File: config.mk
export PLATFORM = sky130hd
export DESIGN_NAME = instr_fetch_ctrl
export DESIGN_NICKNAME = d
export VERILOG_FILES = /design/src/rtl/instr_fetch_ctrl.sv
export SDC_FILE = /design/constraint.sdc
export NUM_CORES = 1
export LEC_CHECK = 0
export ABC_AREA = 1
export CORE_MARGIN = 2
export CORE_UTILIZATION = 50
export DETAILED_ROUTE_END_ITERATION = 16
export PLACE_DENSITY = 0.8
export SYNTH_ARGS = -nofsm -noshare
export SYNTH_HDL_FRONTEND = slang
export SYNTH_SLANG_ARGS = --single-unit
File: constraint.sdc
create_clock -name clk -period 22 [get_ports clk]
set_input_delay 3.3 -clock clk [delete_from_list [all_inputs] [get_ports clk]]
set_output_delay 3.3 -clock clk [all_outputs]
set_load 0.005 [all_outputs]
File: src/rtl/instr_fetch_ctrl.sv
// -----------------------------------------------------------------------------
// instr_fetch_ctrl
//   Instruction fetch sequencer. Owns the 64-bit PC, presents it to a
//   combinational instruction memory and pushes {PC, word} into a small
//   fetch queue that decode drains under a valid/ready handshake. Redirects
//   (taken branch/jump) flush the queue; a misaligned target halts the
//   fetcher until reset. Fetch stops after the word at END_PC is queued.
//
//   Optional feature macro: FETCH_PERF_EN
//     When defined, adds perf_fetch/perf_stall saturating event counters.
//
// Ports
//   clk, reset            clock, synchronous active-high reset
//   start                 leave IDLE and begin fetching
//   imem_addr/imem_instr  instruction memory address (= PC) and returned word
//   redir_valid/redir_pc  redirect request and its target
//   id_valid/id_instr/id_pc/id_ready  queue head toward decode
//   busy                  fetching or queue still holds words
//   misalign_err          sticky, set by a misaligned redirect target
//   perf_fetch/perf_stall (FETCH_PERF_EN only) push count, full-stall count
// -----------------------------------------------------------------------------
// state | meaning
// IDLE  | waiting for start, redirects ignored
// RUN   | fetching one word per cycle while the queue has room
// DONE  | END_PC queued, waiting for a redirect
// HALT  | misaligned redirect seen, only reset leaves
module instr_fetch_ctrl #(
    parameter logic [63:0] RESET_PC = 64'd40,
    parameter logic [63:0] END_PC   = 64'd84,
    parameter int          DEPTH    = 2
) (
    input  logic        clk,
    input  logic        reset,
    input  logic        start,
    output logic [63:0] imem_addr,
    input  logic [31:0] imem_instr,
    input  logic        redir_valid,
    input  logic [63:0] redir_pc,
    output logic        id_valid,
    output logic [31:0] id_instr,
    output logic [63:0] id_pc,
    input  logic        id_ready,
    output logic        busy,
    output logic        misalign_err
`ifdef FETCH_PERF_EN
    ,
    output logic [31:0] perf_fetch,
    output logic [31:0] perf_stall
`endif
);

    localparam int PW = $clog2(DEPTH);
    localparam int CW = PW + 1;

    typedef enum logic [1:0] {
        S_IDLE = 2'd0,
        S_RUN  = 2'd1,
        S_DONE = 2'd2,
        S_HALT = 2'd3
    } state_t;

    state_t          state;
    logic [63:0]     pc;
    logic [63:0]     q_pc    [DEPTH];
    logic [31:0]     q_instr [DEPTH];
    logic [PW-1:0]   rd_ptr;
    logic [PW-1:0]   wr_ptr;
    logic [CW-1:0]   count;

    logic            active;
    logic            redir_ok;
    logic            redir_bad;
    logic            flush;
    logic            full;
    logic            pop;
    logic            push;
    logic [CW-1:0]   count_after_pop;
    logic [CW-1:0]   count_next;
    logic [PW-1:0]   rd_next;
    logic [63:0]     head_pc;
    logic [31:0]     head_instr;

    assign imem_addr = pc;
    assign busy      = (state == S_RUN) || (count != '0);

    always_comb begin
        active          = (state == S_RUN) || (state == S_DONE);
        redir_ok        = redir_valid && active && (redir_pc[1:0] == 2'b00);
        redir_bad       = redir_valid && active && (redir_pc[1:0] != 2'b00);
        flush           = redir_ok || redir_bad;
        // Full is judged on the registered count: a pop this cycle does not
        // make room for a push until the next cycle.
        full            = (count == CW'(DEPTH));
        pop             = id_valid && id_ready;
        push            = (state == S_RUN) && !full && !flush;
        count_after_pop = count - CW'(pop);
        rd_next         = rd_ptr + PW'(pop);
        count_next      = flush ? '0 : (count_after_pop + CW'(push));
        // When nothing older survives the pop, the new head is the word
        // being pushed this cycle.
        if (count_after_pop == '0) begin
            head_pc    = pc;
            head_instr = imem_instr;
        end else begin
            head_pc    = q_pc[rd_next];
            head_instr = q_instr[rd_next];
        end
    end

    always_ff @(posedge clk) begin
        if (reset) begin
            state        <= S_IDLE;
            pc           <= RESET_PC;
            rd_ptr       <= '0;
            wr_ptr       <= '0;
            count        <= '0;
            id_valid     <= 1'b0;
            id_pc        <= '0;
            id_instr     <= '0;
            misalign_err <= 1'b0;
        end else begin
            if (push) begin
                q_pc[wr_ptr]    <= pc;
                q_instr[wr_ptr] <= imem_instr;
            end
            if (flush) begin
                rd_ptr <= '0;
                wr_ptr <= '0;
            end else begin
                rd_ptr <= rd_next;
                wr_ptr <= wr_ptr + PW'(push);
            end
            count    <= count_next;
            id_valid <= (count_next != '0);
            // Head outputs hold their last value while the queue is empty.
            if (count_next != '0) begin
                id_pc    <= head_pc;
                id_instr <= head_instr;
            end

            case (state)
                S_IDLE: begin
                    if (start) state <= S_RUN;
                end
                S_RUN, S_DONE: begin
                    if (redir_ok) begin
                        pc    <= redir_pc;
                        state <= S_RUN;
                    end else if (redir_bad) begin
                        misalign_err <= 1'b1;
                        state        <= S_HALT;
                    end else if (push) begin
                        pc <= pc + 64'd4;
                        if (pc == END_PC) state <= S_DONE;
                    end
                end
                default: ;
            endcase
        end
    end

`ifdef FETCH_PERF_EN
    always_ff @(posedge clk) begin
        if (reset) begin
            perf_fetch <= '0;
            perf_stall <= '0;
        end else begin
            if (push && (perf_fetch != 32'hFFFF_FFFF))
                perf_fetch <= perf_fetch + 32'd1;
            if ((state == S_RUN) && full && (perf_stall != 32'hFFFF_FFFF))
                perf_stall <= perf_stall + 32'd1;
        end
    end
`endif

endmodule

==> metrics.yaml <==
worst_pin_slew_ns: 1.101
pwr-share-seq_pct: 37.5
synth-seq-area-share_pct: 54.18
synth.cell_area_um2: 16850
vias_per_cell: 5.544
ios: 264
period_share_pct: 28.41
antenna_found_initial: 0
post-cts-setup-buffers: 0
final_nets: 2317
p_sw_share_pct: 37.19
via_count: 14880
p_total_mw: 2.362
setup_tns_ns: 0
slew_headroom_pct: 26.62
gp_congestion: 0.9418
dpl_cell_area_um2: 19670
period_minus_slack_ns: 6.251
cts_buffers: 38
rows: 67
drive_above_1_share_pct: 5.188
cts_root_buf: "clkbuf_16"
async_reset_ff_share_pct: 0
antenna_left: 0
grt_pass1_wl_mm: 78.64
avgSynthCellArea_um2: 8.438
path_clk_slew_ns: 0.06
first_pass_iters: 6
coreArea_um2: 33360
grt.total_usage_pct: 28.30
crit_type: "in2reg"
ys_types: 40
drtIter0Drc: 1409
overflow: 0
synth_nets: 2105
yosys.area.top_type: "edfxtp_1"
cp-start-kind: "input pin"
fin_area_um2: 20850
cts_hold_buf: 0
final_common_cell: "nand2_1"
hp-class: "reg2reg"
fillers: 2895
clk_path_buf_depth: 3
clkPwrFrac_pct: 25.7
h-tree-depth: 2
final_cell_mix: "501 x nand2_1, 262 x clkdlybuf4s50_1, 226 x inv_1"
synth_top_cell_area_share_pct: 34.22
dieArea_um2: 35180
hpwlAfterDp_mm: 34.88
setup_viol: 0
critPathRequiredTime_ns: 22.39
fin_skew_ns: 0.01929
synth_edf_count: 192
pwr-share-comb_pct: 36.8
power_switching_mw: 0.8786
synth_ff_type: "edfxtp_1"
area_delta_synth_final_pct: 23.72
drc_errors: 0
p_leak_nw: 7.890
ir_drop_v: 0.0001279
cts_tree: "yes"
n_antenna_cell: 0
die-width_um: 187.6
synth_area_leaders: "edfxtp_1 34%, dfxtp_1 20%, nand2_1 11%"
ys_ff_latch: 360
ys_warn_count: 0
whs_path_depth: 2
grt_pass1_vias: 14010
port_buffers: 263
fin_util_pct: 62.48
hold_viol: 0
rsz0062_at_grt: "no"
wl_mm: 50.75
post_cts_resized: 0
arrival_ns: 6.64
wl_per_cell_um: 18.91
power_density_nw_per_um2: 113.3
slew_violations: 0
synth_cells: 1997
crit_path_max_fanout: 99
initial_core_util_pct: 50.50
p_int_mw: 1.484
maxCapViolCount: 0
grt_start_max_net_pins: 108
status: "finished, final reports clean"
clock_sinks: 360
r2r_cells: 12
worstSkewPairLatency_ns: 0.53
die_h_um: 187.6
crit_path_end_kind: "register"
fmax_mhz: 160.0
==> power by group through the flow <==
stage	logic, mW	registers (mW)	clock network [mW]
2_1_floorplan	0.611	0.901	0
3_3_place_gp	0.831	0.896	0
3_5_place_dp	0.863	0.899	0
4_1_cts	0.869	0.887	0.613
5_1_grt	0.960	0.897	0.643
6_report	0.868	0.887	0.607
==> metrics by stage <==
step | std cells | hold slack, ns | setup WS, ns
finish | 2684 | 0.4706 | 15.75
global route | 2684 | 0.5314 | 15.50
CTS | 2684 | 0.4775 | 15.81
detailed placement | 2617 | 0.4707 | 15.25
global placement | 2617 | 0.4535 | 15.37
floorplan | 1997 | 0.4595 | 8.540
==> worst max-delay path, cell delays in order <==
cell             delay (ns)
clkdlybuf4s50_1        0.45
nand2_1                0.16
inv_2                  0.08
nand2_2                0.06
buf_4                  0.81
nand2_4                0.40
inv_2                  0.59
buf_4                  0.45
nor2_1                 0.08
a22oi_1                0.16
nor2_1                 0.05
==> worst paths after layout <==
kind	from	to	slack, ns
min	misalign_err	misalign_err	0.47
max reg2reg	state[0]	imem_addr[29]	18.24
max	redir_valid	imem_addr[29]	15.75
min reg2reg	misalign_err	misalign_err	0.47
==> Yosys cell counts (all sizes together), types with 2 or more instances <==
library cell	n
a31oi	112
a21oi	38
xor2	4
nand2	511
dfxtp	168
nand3	94
clkbuf	54
a22oi	2
ha	7
o211ai	114
xnor2	2
edfxtp	192
nor3	12
o21bai	4
o21ai	116
nand4	38
buf	51
inv	236
nor2	237
==> registers in the layout, indices dropped and copies added, names as in the netlist <==
| name | cells |
|---|---|
| count | 2 |
| id_instr | 32 |
| id_pc | 64 |
| id_valid | 1 |
| imem_addr | 64 |
| misalign_err | 1 |
| q_instr | 64 |
| q_pc | 128 |
| rd_ptr | 1 |
| state | 2 |
| wr_ptr | 1 |
==> routing by layer <==
metal / vias to the layer above / track usage (%) / part of all wire (%)
li1: 7192 / - / -
met1: 6992 / 39.79 / 43
met2: 600 / 45.93 / 47
met3: 95 / 4.061 / 7.5
met4: 0 / 7.904 / 2.5
met5: - / 0 / 0
==> cell families (layout without fill, tap and decap cells) <==
kind of cell | Yosys count | count (layout) | share of synthesized area [%]
XOR/XNOR | 6 | 6 | 0.3564
buffers and inverters | 341 | 580 | 8.361
adder cells (fa/ha/maj) | 7 | 7 | 0.5198
AND/OR/NAND/NOR | 895 | 895 | 22.31
flip-flops | 360 | 360 | 54.18
AO/OA/AOI/OAI | 388 | 388 | 14.28
==> layout make-up <==
type | count | area, µm² | share of cell area, %
sequential | 360 | 9129 | 43.79
timing repair buffer | 277 | 2733 | 13.11
clock buffer | 51 | 1051 | 5.041
tap | 448 | 560.5 | 2.689
inverter | 236 | 888.4 | 4.261
clock inverter | 16 | 125.1 | 0.6002
multi-input combinational | 1296 | 6361 | 30.51
Power figures use the tool's default switching activity.
